`src/rtl/decoder_scan_ctrl.sv`:
```
// decoder_scan_ctrl
// Registered scan sequencer producing the 3-bit select {a,b,c} for a
// downstream decoder3to8. The index steps up, down, ping-pong or holds,
// dwelling (dwell+1) enabled cycles per index. Sweeps can free-run or be
// one-shot, and wrap pulses on each sweep completion.
//
// Optional feature: define SCAN_MASK_EN to add a live skip_mask[7:0] input.
// Masked indices are never visited.
//
// Handshake: there is no back-pressure. sel_valid (== busy) is high exactly
// while the block is in RUN. {a,b,c} is meaningful only while sel_valid is high.
// wrap is a one-cycle pulse aligned with the index update that completes a sweep.
module decoder_scan_ctrl #(
    parameter int DWELL_W = 8
) (
    input  logic               clk,
    input  logic               rst_n,
    input  logic               start,
    input  logic               stop,
    input  logic               en,
    input  logic [1:0]         mode,
    input  logic               oneshot,
    input  logic [DWELL_W-1:0] dwell,
`ifdef SCAN_MASK_EN
    input  logic [7:0]         skip_mask,
`endif
    output logic               a,
    output logic               b,
    output logic               c,
    output logic               sel_valid,
    output logic               wrap,
    output logic               busy
);

    typedef enum logic {
        S_IDLE = 1'b0,
        S_RUN  = 1'b1
    } state_t;

    localparam logic [1:0] M_UP   = 2'b00;
    localparam logic [1:0] M_DOWN = 2'b01;
    localparam logic [1:0] M_PP   = 2'b10;

    state_t             state_q, state_d;
    logic [2:0]         idx_q, idx_d;
    logic [DWELL_W-1:0] cnt_q, cnt_d;
    logic               dir_up_q, dir_up_d;
    logic [1:0]         mode_q, mode_d;
    logic               oneshot_q, oneshot_d;
    logic [DWELL_W-1:0] dwell_q, dwell_d;
    logic               wrap_q, wrap_d;

    logic [7:0]         mask_w;
    logic               all_masked;

`ifdef SCAN_MASK_EN
    assign mask_w = skip_mask;
`else
    assign mask_w = 8'h00;
`endif

    assign all_masked = &mask_w;

    // Nearest unmasked index strictly beyond 'from' in one direction, with no
    // wrap-around. Returns {found, index}.
    function automatic logic [3:0] scan_next(input logic [2:0] from,
                                             input logic       up,
                                             input logic [7:0] m);
        logic [3:0] p;
        logic [3:0] r;
        r = 4'd0;
        for (int k = 7; k >= 1; k--) begin
            p = up ? ({1'b0, from} + 4'(k)) : ({1'b0, from} - 4'(k));
            if (!p[3] && !m[p[2:0]]) begin
                r = {1'b1, p[2:0]};
            end
        end
        return r;
    endfunction

    // First index of a new sweep: first unmasked index from the start point.
    logic [2:0] first_idx;
    logic [3:0] first_p;
    always_comb begin
        first_idx = 3'd0;
        first_p   = 4'd0;
        for (int k = 7; k >= 0; k--) begin
            first_p = (mode == M_DOWN) ? 4'(7 - k) : 4'(k);
            if (!mask_w[first_p[2:0]]) begin
                first_idx = first_p[2:0];
            end
        end
    end

    // Index that follows idx_q in the running mode, with its direction and
    // whether this step completes a sweep.
    logic [2:0] adv_idx;
    logic       adv_dir_up;
    logic       adv_wrap;
    logic [3:0] adv_p;
    logic [3:0] pp_hit;
    logic [3:0] pp_beyond;
    logic       pp_eff_up;
    always_comb begin
        adv_idx    = idx_q;
        adv_dir_up = dir_up_q;
        adv_wrap   = 1'b0;
        adv_p      = 4'd0;
        pp_hit     = 4'd0;
        pp_beyond  = 4'd0;
        pp_eff_up  = dir_up_q;
        case (mode_q)
            M_UP: begin
                // Bit 3 of the sum marks a crossing of the 7->0 boundary.
                for (int k = 8; k >= 1; k--) begin
                    adv_p = {1'b0, idx_q} + 4'(k);
                    if (!mask_w[adv_p[2:0]]) begin
                        adv_idx  = adv_p[2:0];
                        adv_wrap = adv_p[3];
                    end
                end
            end
            M_DOWN: begin
                // Bit 3 of the difference marks a crossing of the 0->7 boundary.
                for (int k = 8; k >= 1; k--) begin
                    adv_p = {1'b0, idx_q} - 4'(k);
                    if (!mask_w[adv_p[2:0]]) begin
                        adv_idx  = adv_p[2:0];
                        adv_wrap = adv_p[3];
                    end
                end
            end
            M_PP: begin
                // Move ahead if possible, otherwise turn around. On arrival,
                // flip direction when nothing remains ahead; arriving at the
                // low turnaround completes a sweep.
                pp_hit = scan_next(idx_q, dir_up_q, mask_w);
                if (!pp_hit[3]) begin
                    pp_hit    = scan_next(idx_q, !dir_up_q, mask_w);
                    pp_eff_up = !dir_up_q;
                end
                if (pp_hit[3]) begin
                    adv_idx   = pp_hit[2:0];
                    pp_beyond = scan_next(pp_hit[2:0], pp_eff_up, mask_w);
                    if (pp_beyond[3]) begin
                        adv_dir_up = pp_eff_up;
                    end else begin
                        adv_dir_up = !pp_eff_up;
                        adv_wrap   = !pp_eff_up;
                    end
                end
            end
            default: begin
                // Hold: the index never moves and no sweep ever completes.
            end
        endcase
    end

    // Next-state and next-register logic; stop has priority over start.
    always_comb begin
        state_d   = state_q;
        idx_d     = idx_q;
        cnt_d     = cnt_q;
        dir_up_d  = dir_up_q;
        mode_d    = mode_q;
        oneshot_d = oneshot_q;
        dwell_d   = dwell_q;
        wrap_d    = 1'b0;
        if (stop) begin
            state_d  = S_IDLE;
            idx_d    = 3'd0;
            cnt_d    = '0;
            dir_up_d = 1'b1;
        end else if (start && !all_masked) begin
            state_d   = S_RUN;
            mode_d    = mode;
            oneshot_d = oneshot;
            dwell_d   = dwell;
            idx_d     = first_idx;
            dir_up_d  = 1'b1;
            cnt_d     = dwell;
        end else if (state_q == S_RUN && en) begin
            if (cnt_q != '0) begin
                cnt_d = cnt_q - DWELL_W'(1);
            end else if (all_masked) begin
                state_d  = S_IDLE;
                idx_d    = 3'd0;
                dir_up_d = 1'b1;
            end else if (adv_wrap && oneshot_q) begin
                // The completing index is never shown; drop straight to IDLE.
                state_d  = S_IDLE;
                idx_d    = 3'd0;
                dir_up_d = 1'b1;
                wrap_d   = 1'b1;
            end else begin
                idx_d    = adv_idx;
                dir_up_d = adv_dir_up;
                wrap_d   = adv_wrap;
                cnt_d    = dwell_q;
            end
        end
    end

    // State and datapath registers with asynchronous active-low reset.
    always_ff @(posedge clk or negedge rst_n) begin
        if (!rst_n) begin
            state_q   <= S_IDLE;
            idx_q     <= 3'd0;
            cnt_q     <= '0;
            dir_up_q  <= 1'b1;
            mode_q    <= 2'b00;
            oneshot_q <= 1'b0;
            dwell_q   <= '0;
            wrap_q    <= 1'b0;
        end else begin
            state_q   <= state_d;
            idx_q     <= idx_d;
            cnt_q     <= cnt_d;
            dir_up_q  <= dir_up_d;
            mode_q    <= mode_d;
            oneshot_q <= oneshot_d;
            dwell_q   <= dwell_d;
            wrap_q    <= wrap_d;
        end
    end

    assign a         = idx_q[2];
    assign b         = idx_q[1];
    assign c         = idx_q[0];
    assign sel_valid = (state_q == S_RUN);
    assign busy      = (state_q == S_RUN);
    assign wrap      = wrap_q;

endmodule

```
`config.mk`:
```
export PLATFORM = sky130hd
export DESIGN_NAME = decoder_scan_ctrl
export DESIGN_NICKNAME = d
export VERILOG_FILES = /design/src/rtl/decoder_scan_ctrl.sv
export SDC_FILE = /design/constraint.sdc
export NUM_CORES = 1
export LEC_CHECK = 0
export ABC_CLOCK_PERIOD_IN_PS = 11640
export CORE_MARGIN = 2
export CORE_UTILIZATION = 40
export DETAILED_ROUTE_END_ITERATION = 7
export HOLD_SLACK_MARGIN = 0.15
export PLACE_DENSITY_LB_ADDON = 0.12
export SYNTH_ARGS = -nofsm -noshare
export SYNTH_HDL_FRONTEND = slang
export SYNTH_SLANG_ARGS = --single-unit
```
`constraint.sdc`:
```
create_clock -name clk -period 11.64 [get_ports clk]
set_clock_uncertainty 0.2 [all_clocks]
set_input_delay 2.328 -clock clk [delete_from_list [all_inputs] [get_ports clk]]
set_output_delay 2.328 -clock clk [all_outputs]
set_load 0.02 [all_outputs]
```
# Word level (Yosys, flattened, before mapping)
# Memory sizes are Yosys's and may differ from the RTL's.
# Cells that the tools add are included.
[word_totals] register_bits=25 memories=45 romBits=360 output_inout_bits=6 elab_cells=392
[mem_list] name="(no name shown)" words=8 word_bits=1 rd=1 rd_ports_with_merged_regs=0 wr=0 line_no="74" rtl="if (!p[3] && !m[p[2:0]]) begin"
[mem_list] name="(no name shown)" words=8 word_bits=1 rd=1 rd_ports_with_merged_regs=0 wr=0 line_no="74"
[mem_list] name="(no name shown)" words=8 word_bits=1 rd=1 rd_ports_with_merged_regs=0 wr=0 line_no="74"
[mem_list] name="(no name shown)" words=8 word_bits=1 rd=1 rd_ports_with_merged_regs=0 wr=0 line_no="74"
[mem_list] name="(no name shown)" words=8 word_bits=1 rd=1 rd_ports_with_merged_regs=0 wr=0 line_no="74"
[mem_list] name="(no name shown)" words=8 word_bits=1 rd=1 rd_ports_with_merged_regs=0 wr=0 line_no="74"
[mem_list] name="+39 memories"
[op_classes] n_eq_ne=8 bitwise=1 muxes=175 addsub=31 n_reduce_logical=79 n_lt_le_gt_ge=45
[ops] operator="2-to-1 mux 4 bit" n=47
[ops] operator="less-than comparator 3 x 4 -> 1 bit, second input constant" n=45
[ops] operator="2-to-1 mux 3 bit" n=38
[ops] operator="2-to-1 mux 1 bit" n=83
[ops] operator="logical NOT 1 bit" n=44
[ops] operator="2-to-1 mux 8 bit" n=5
[ops] operator="adder 3 x 3 -> 4 bit, second input constant" n=8
[ops] operator="subtractor 3 x 3 -> 4 bit, second input constant" n=8
[ops] operator="inequality test 12 bit, second input constant" n=2
[ops] operator="logical AND 1 bit" n=23
[ops] operator="adder 3 x 2 -> 4 bit, second input constant" n=4
[ops] operator="subtractor 3 x 2 -> 4 bit, second input constant" n=4
[ops] operator="case mux 3 bit (3 select lines)" n=1
[ops] operator="adder 3 x 1 -> 4 bit, second input constant" n=2
[ops] operator="nonzero test 4 bit" n=2
[ops] operator="nonzero test 8 bit" n=1
[ops] operator="subtractor 3 x 1 -> 4 bit, second input constant" n=2
[ops] operator="subtractor 8 x 1 -> 8 bit, second input constant" n=1
[ops] operator="AND reduction 6 bit" n=1
[ops] operator="nonzero test 3 bit" n=2
[ops] operator="nonzero test 6 bit" n=1
[ops] operator="inequality test 5 bit, second input constant" n=1
[ops] operator="adder 3 x 4 -> 4 bit, second input constant" n=1
[ops] operator="equality test 2 x 1 -> 1 bit, second input constant" n=2
[ops] operator="10 further kinds" n=11

# Longest topological paths before layout
# Gate-level depths: netlist (run 1).
[depth] word_depth=40 depth_mapped=16

# Least setup slack after synthesis (run 1)
# No wires, ideal clock.
[synth_path] path_type="flip-flop to flip-flop" from="register idx_q[2]" to="register cnt_q[0]" setup_slack_ns=7.651 stages_incl_launch_ff=16 period_less_slack_ns=3.989 setup_ns=0.123 t_arrival_ns=3.666 cell_sequence="dfrtp_1 -> buf_6 -> inv_1 -> ha_1 -> or3b_1 -> a211oi_1 -> a31oi_1 -> a211o_2 -> inv_1 -> ha_1 -> nor3b_1 -> a221oi_4 -> and3_1 -> a32o_1 -> o21ai_4 -> o221a_1"
[synth_via] elab_chain_cells=37 word_cells_on_any_way=239 classes_between="add/sub (30); eq/ne (1); mux (105); reduce/logical (66); memory (37)"
[synth_lines] item="start: declaration" line_no="45" rtl="logic [2:0] idx_q, idx_d;"
[synth_lines] item="start signal: assignment" line_no="217" rtl="idx_q <= idx_d;"
[synth_lines] item="subtractor 3 x 3 -> 4 bit / adder 3 x 3 -> 4 bit (equally long branches)" line_no="73, 126, 116"
[synth_lines] item="2-to-1 mux 4 bit" line_no="73" rtl="p = up ? ({1'b0, from} + 4'(k)) : ({1'b0, from} - 4'(k));"
[synth_lines] item="memory (8 x 1 bit)"
[synth_lines] item="2-to-1 mux 1 bit (implied by the code)" line_no="74"
[synth_lines] item="logical NOT 1 bit" line_no="74"
[synth_lines] item="logical AND 1 bit" line_no="74"
[synth_lines] item="2-to-1 mux 4 bit (7 in series)" line_no="74"
[synth_lines] item="2-to-1 mux 4 bit" line_no="112" rtl="case (mode_q)"
[synth_lines] item="[15 not listed]"
[synth_lines] item="2-to-1 mux 4 bit" line_no="142" rtl="if (pp_hit[3]) begin"
[synth_lines] item="2-to-1 mux 4 bit" line_no="112"
[synth_lines] item="2-to-1 mux 1 bit" line_no="145" rtl="if (pp_beyond[3]) begin"
[synth_lines] item="2-to-1 mux 1 bit" line_no="142"
[synth_lines] item="case mux 1 bit (3 select lines) (*)" line_no="112"
[synth_lines] item="logical AND 1 bit (*)" line_no="189" rtl="end else if (adv_wrap && oneshot_q) begin"
[synth_lines] item="inequality test 4 bit (no source line) (*)"
[synth_lines] item="AND reduction 2 bit (no source line) (*)"
[synth_lines] item="end signal: assignment" line_no="218" rtl="cnt_q <= cnt_d;"
[synth_lines] item="end: declaration" line_no="46" rtl="logic [DWELL_W-1:0] cnt_q, cnt_d;"
# Mark *: on every way between the ends. The rest lies on a longest branch, timed or not. The select of a mux whose other input is x is not followed.
# A chain may end at the register's enable or synchronous reset.

# Worst setup path after layout (run 1)
[layout_path] from="register idx_q[2]" to="register idx_q[2]"
[layout_via] elab_chain_cells=40 word_cells_on_any_way=265 classes_between="add/sub (30); eq/ne (3); mux (128); reduce/logical (67); memory (37)"
[layout_lines] item="subtractor 3 x 3 -> 4 bit / adder 3 x 3 -> 4 bit (equally long branches)" line_no="73, 126, 116"
[layout_lines] item="2-to-1 mux 4 bit" line_no="73"
[layout_lines] item="memory (8 x 1 bit)"
[layout_lines] item="2-to-1 mux 1 bit (implied by the code)" line_no="74"
[layout_lines] item="logical NOT 1 bit" line_no="74"
[layout_lines] item="logical AND 1 bit" line_no="74"
[layout_lines] item="2-to-1 mux 4 bit (7 in series)" line_no="74"
[layout_lines] item="2-to-1 mux 4 bit" line_no="112"
[layout_lines] item="[18 not listed]"
[layout_lines] item="2-to-1 mux 1 bit" line_no="142"
[layout_lines] item="case mux 1 bit (3 select lines)" line_no="112"
[layout_lines] item="logical AND 1 bit" line_no="189"
[layout_lines] item="2-to-1 mux 3 bit" line_no="189"
[layout_lines] item="2-to-1 mux 3 bit" line_no="183" rtl="if (cnt_q != '0) begin"
[layout_lines] item="2-to-1 mux 3 bit" line_no="182" rtl="end else if (state_q == S_RUN && en) begin"
[layout_lines] item="2-to-1 mux 3 bit" line_no="174" rtl="end else if (start && !all_masked) begin"
[layout_lines] item="2-to-1 mux 3 bit" line_no="169" rtl="if (stop) begin"
# Several ways; a longest one is shown, not always the timed one. The select of a mux whose other input is x is not followed.

==> impl_metrics.py, run 1 <==
metrics = {
    "timing": {
        "rsz0062_at_grt": "false",
        "setup_violations": 0,
        "fin_tns_setup_ns": 0,
        "finalHoldViolations": 0,
        "post-route-min-period_ns": 4.68,
        "timing.fmax_ghz": 0.214,
        "tightest_slew_ns": 1.01,
        "holdWs_ns": 0.283,
        "drv_slew": 0,
        "maxSlewHeadroom": 0.324,
        "period_share": 0.402,
    },
    "clock_network": {
        "clock-sinks": 25,
        "hold_buffers": 0,
        "clock_latency_ns": 0.28,
        "cts_resized": 0,
        "cts_inserted_buffers": 3,
        "cts_root_buf": "clkbuf_8",
        "cts_post_setup_buffers_inserted": 0,
        "cts_max_path_buffers": 2,
        "path_clk_slew_ns": 0.09,
        "cts_tree": "built",
        "htreeDepth": 1,
    },
    "critical_path": {
        "worstSetupPathType": "reg -> reg",
        "worst-path-buf-inv": 1,
        "crit_required_ns": 11.64,
        "cp_data_arrival_time_ns": 4.68,
        "cp_slowest_cell": "dfrtp_1",
        "worstPathMaxFanout": 12,
        "r2r_slack_ns": 6.96,
        "reg2reg_from": "idx_q[2]",
        "startpoint_type": "flip-flop",
        "critical-path-top-delay-family": "simple AND/OR/NAND/NOR gates",
        "cpPeakStageDelay_ns": 0.55,
        "cp_cell_sequence": "inv_1, ha_1, or3b_2, o32a_1, or3_1, o21ai_0, ha_1, nor3b_1, a221oi_4, and2_1, a311oi_2, a31oi_1, o22ai_1",
        "cpMostUsedCell": "ha_1",
        "endpoint_kind": "flip-flop",
        "r2r-end": "idx_q[2]",
        "startpoint": "idx_q[2]",
        "reg2reg_depth": 13,
    },
    "synthesis": {
        "synth_common_cells": "nand2_1, dfrtp_1, o21ai_0",
        "synth_edf_count": 0,
        "synthTopCellsByArea": "dfrtp_1, ha_1, nand2_1",
        "ys_seq_area_frac": 0.274,
        "synth_seq_cells": 25,
        "synth_top_area_frac": 0.263,
        "synthArstFlopShare": 1.00,
        "yosys.area.top_type": "dfrtp_1",
        "avgSynthCellArea_um2": 8.19,
        "postSynthCellCount": 279,
        "synth.most_common_cell": "nand2_1",
        "synth-main-ff-cell": "dfrtp_1",
        "synth_nets": 313,
        "netlist_area_um2": 2290,
        "synth.distinct_cells": 61,
        "yosys_warnings": 0,
    },
    "power_and_ir_drop": {
        "p_comb_frac": 0.431,
        "p_sw_frac": 0.412,
        "peakVddDrop_mv": 0.0532,
        "power_frac_clock": 0.188,
        "cellLeakagePower_uw": 0.00106,
        "powerDensity_nw_per_um2": 115,
        "power.internal_uw": 171,
        "power_frac_seq": 0.381,
        "p_sw_uw": 120,
    },
    "finish": {
        "diodes": 0,
        "fin_nets": 323,
        "drive_gt1_frac": 0.0556,
        "fin_area_um2": 2540,
        "area_growth_syn_to_layout_pct": 10.9,
        "fill_cells": 544,
    },
    "placed_design": {
        "io_buffer_count": 21,
        "post-dp-hpwl_um": 4220,
        "placed_cell_area_um2": 2490,
        "gp_congestion": 0.865,
    },
    "global_route": {
        "grt_usage": 0.188,
        "grt.overflow.total": 0,
        "grt_pass1_wl_um": 9420,
        "grt_antenna_before_repair": 0,
        "grt_start_max_net_pins": 26,
        "grt_pass1_vias": 1967,
    },
    "floorplanning": {
        "dieArea_um2": 6340,
        "core_area_um2": 5510,
        "dieWidth_um": 79.6,
        "die_h_um": 79.6,
        "rows": 27,
        "start_util": 0.415,
        "num_io_pins": 22,
    },
    "detailed_routing": {
        "drt_pass1_iterations": 4,
        "wirelength_um": 5670,
        "vias": 2112,
        "vias_per_cell": 5.87,
        "drt_first_iter_violations": 149,
        "post_drt_wl_per_cell_um": 15.8,
        "drc": 0,
        "antenna_left": 0,
    },
    "hold_path": {
        "worstHoldPathCells": 2,
        "hold_end": "dwell_q[6]",
        "hold_class": "reg -> reg",
        "min_from": "dwell_q[6]",
    },
    "job": {
        "drv_cap": 0,
    },
    "run_status": {
        "outcome": "complete, no violations",
    },
}
per-layer routing:
| layer | up-vias | wire (µm) | GRT usage |
|---|---|---|---|
| met5 | - | 0 | 0 |
| met4 | 0 | 104 | 0.0672 |
| met3 | 9 | 171 | 0.0147 |
| met2 | 46 | 2570 | 0.292 |
| met1 | 1004 | 2820 | 0.273 |
| li1 | 1053 | - | - |
power by group through the flow:
| stage | combinational [µW] | clock (µW) | sequential (µW) |
|---|---|---|---|
| final | 125 | 54.6 | 111 |
| after global routing | 141 | 59.3 | 112 |
| after CTS | 126 | 56.1 | 110 |
| after detailed placement | 125 | 0 | 112 |
| after global placement | 126 | 0 | 112 |
| after floorplan | 97.4 | 0 | 107 |
state kept, by name, summed over array words and instances (netlist names):
signal / cells
busy: 1
wrap: 1
dwell_q: 8
dir_up_q: 1
oneshot_q: 1
idx_q: 3
mode_q: 2
cnt_q: 8
layout make-up:
type,count,area (µm²),area share
multi-input combinational,221,1500,0.590
sequential,25,627,0.247
timing repair buffer,22,218,0.0858
tap,72,90.1,0.0355
inverter,16,60.1,0.0237
clock buffer,3,41.3,0.0163
clock inverter,1,5.00,0.00197
stage by stage:
step | power [µW] | std cells | utilization | setup WS (ns)
finish | 291 | 360 | 0.461 | 6.96
global route | 312 | 360 | 0.461 | 6.68
CTS | 292 | 360 | 0.461 | 6.99
floorplan | 205 | 279 | - | 7.65
detailed placement | 237 | 356 | 0.452 | 7.00
global placement | 238 | 356 | 0.452 | 6.95
kinds of logic (layout without fill, tap and decap cells):
logic type / after synthesis / count (layout) / synth area share
fa+ha+maj: 18 / 18 / 0.0985
mux: 2 / 2 / 0.00876
compound gates: 89 / 89 / 0.292
buf+inv: 33 / 42 / 0.0717
xor+xnor: 2 / 2 / 0.00766
simple gates: 110 / 110 / 0.247
flops: 25 / 25 / 0.274
worst register-to-register path, stage by stage (launching register included):
cell	delay [ns]
dfrtp_1	0.55
inv_1	0.30
ha_1	0.45
or3b_2	0.52
o32a_1	0.20
or3_1	0.34
o21ai_0	0.22
ha_1	0.38
nor3b_1	0.36
a221oi_4	0.14
and2_1	0.17
a311oi_2	0.40
a31oi_1	0.21
o22ai_1	0.16
cell usage in the layout, fill, tap and decap left out, types with 4 or more instances in the layout:
| cell | count |
|---|---|
| nor3b_1 | 4 |
| nor2b_1 | 4 |
| nand4_1 | 4 |
| nand2b_1 | 8 |
| nor2_1 | 16 |
| o21ai_0 | 23 |
| o22ai_1 | 5 |
| a31oi_1 | 7 |
| and2_1 | 6 |
| dfrtp_1 | 24 |
| nor3_1 | 6 |
| a21oi_1 | 8 |
| ha_1 | 18 |
| nand2_1 | 41 |
| and3_1 | 4 |
| nand3_1 | 4 |
| nor4_1 | 4 |
| clkdlybuf4s50_1 | 21 |
| o211ai_1 | 6 |
| a32o_1 | 5 |
| inv_1 | 16 |
worst max path at each step:
stage | end | cells past startpoint
global route | cnt_q[0] | 14
floorplan | cnt_q[0] | 15
finish | idx_q[2] | 13
global placement | busy | 14
CTS | idx_q[2] | 13
detailed placement | idx_q[2] | 13
(Power assumes the default switching activity.)
==> run 2: changes to the inputs <==
Settings changed: ABC_CLOCK_PERIOD_IN_PS 11640 to 4650.
Clock period 11.64 ns to 4.65 ns, I/O delays scaled along.
==> impl_metrics.py, run 2 (synthesized netlist as in run 1, its figures left out) <==
metrics = {
    "floorplanning": {
        "die_h_um": 79.6,
        "core_area_um2": 5510,
        "rows": 27,
        "num_io_pins": 22,
        "dieArea_um2": 6340,
        "start_util": 0.415,
        "dieWidth_um": 79.6,
    },
    "detailed_routing": {
        "antenna_left": 0,
        "post_drt_wl_per_cell_um": 15.7,
        "wirelength_um": 5800,
        "drt_pass1_iterations": 4,
        "drc": 0,
        "vias_per_cell": 5.75,
        "vias": 2128,
        "drt_first_iter_violations": 65,
    },
    "finish": {
        "instances_no_fill": 370,
        "fill_cells": 551,
        "area_growth_syn_to_layout_pct": 14.2,
        "final_cell_mix": "nand2_1, dfrtp_1, o21ai_0, clkdlybuf4s50_1, ha_1",
        "mostFrequentLayoutCell": "nand2_1",
        "diodes": 0,
        "drive_gt1_frac": 0.0872,
        "fin_nets": 333,
        "reg_top3": "cnt_q (8), dwell_q (8), idx_q (3)",
    },
    "clock_network": {
        "htreeDepth": 1,
        "cts_post_setup_buffers_inserted": 0,
        "cts_max_path_buffers": 2,
        "path_clk_slew_ns": 0.10,
        "cts_inserted_buffers": 3,
        "cts_tree": "built",
        "cts_root_buf": "clkbuf_8",
        "clock_latency_ns": 0.27,
        "clock-sinks": 25,
        "cts_resized": 0,
        "hold_buffers": 0,
    },
    "timing": {
        "setup_violations": 0,
        "period_share": 0.911,
        "drv_slew": 0,
        "rsz0062_at_grt": "false",
        "post-route-min-period_ns": 4.24,
        "fin_tns_setup_ns": 0,
        "holdWs_ns": 0.287,
        "finalHoldViolations": 0,
        "maxSlewHeadroom": 0.534,
        "tightest_slew_ns": 0.696,
        "timing.fmax_ghz": 0.236,
    },
    "hold_path": {
        "hold_class": "reg -> reg",
    },
    "critical_path": {
        "endpoint_kind": "flip-flop",
        "worstSetupPathType": "reg -> reg",
        "crit_required_ns": 4.62,
        "worstPathMaxFanout": 12,
        "startpoint_type": "flip-flop",
        "cp_data_arrival_time_ns": 4.20,
    },
    "placed_design": {
        "placed_cells": 366,
        "gp_congestion": 0.922,
        "io_buffer_count": 21,
        "post-dp-hpwl_um": 4320,
    },
    "power_and_ir_drop": {
        "cellLeakagePower_uw": 0.00111,
        "powerDensity_nw_per_um2": 286,
        "peakVddDrop_mv": 0.124,
        "p_total_uw": 746,
    },
    "job": {
        "drv_cap": 0,
    },
    "run_status": {
        "outcome": "complete, no violations",
    },
    "global_route": {
        "grt_pass1_vias": 2044,
        "grt_usage": 0.195,
        "grt.overflow.total": 0,
        "grt_start_max_net_pins": 26,
        "grt_pass1_wl_um": 9970,
        "grt_antenna_before_repair": 0,
    },
}
==> run 2: changes by cell type in the layout (fill, tap and decap cells not counted) <==
cell and change:
buf_4 +10
==> run 2: area by class of cell <==
type,count,area (µm²),share of cell area
Clock buffer,3,41.3,0.0158
Clock inverter,1,5.00,0.00192
Inverter,16,60.1,0.0230
Multi-Input combinational cell,221,1500,0.573
Sequential cell,25,627,0.240
Tap cell,72,90.1,0.0345
Timing Repair Buffer,32,293,0.112
==> run 2: path summary, 6_finish.rpt <==
check                           cells past startpoint  startpoint  slack, ns          to
worst max-delay path                               14    dir_up_q       0.41    cnt_q[0]
worst min-delay path                                2  dwell_q[1]       0.29  dwell_q[1]
worst max register to register                     14    dir_up_q       0.41    cnt_q[0]
worst min register to register                      2  dwell_q[1]       0.29  dwell_q[1]
max in group asynchronous                           2       rst_n       3.14    dir_up_q
min in group asynchronous                           2       rst_n       0.82   oneshot_q
==> run 2: critical path, cell delays in order (launching register included) <==
cell and delay [ns]:
dfstp_2 0.54, inv_1 0.10, ha_1 0.44, or3b_1 0.41, a211oi_1 0.24, a31oi_1 0.08
a211o_2 0.39, inv_1 0.14, ha_1 0.24, nor3b_1 0.16, a221oi_4 0.34, and3_1 0.21
a32o_1 0.27, o21ai_4 0.10, o221a_1 0.27
==> run 2: per-layer routing <==
layer	vias to the layer above	global-route usage	part of all wire
met4	0	0.0690	0.019
met2	58	0.303	0.45
met1	987	0.280	0.48
met3	10	0.0192	0.045
li1	1073	-	-
met5	-	0	0
==> run 2: through the flow <==
stage,utilization,worst slack (ns),area [µm²]
2_1_floorplan,-,0.661,2290
3_3_place_gp,0.466,0.436,2560
3_5_place_dp,0.466,0.435,2560
4_1_cts,0.474,0.425,2610
5_1_grt,0.474,0.181,2610
6_report,0.474,0.413,2610
==> run 2: report_power, final <==
group          internal [µW]  switching (µW)  total, µW
registers                242            20.2        262
logic                    142             208        350
clock network           60.0            74.4        134
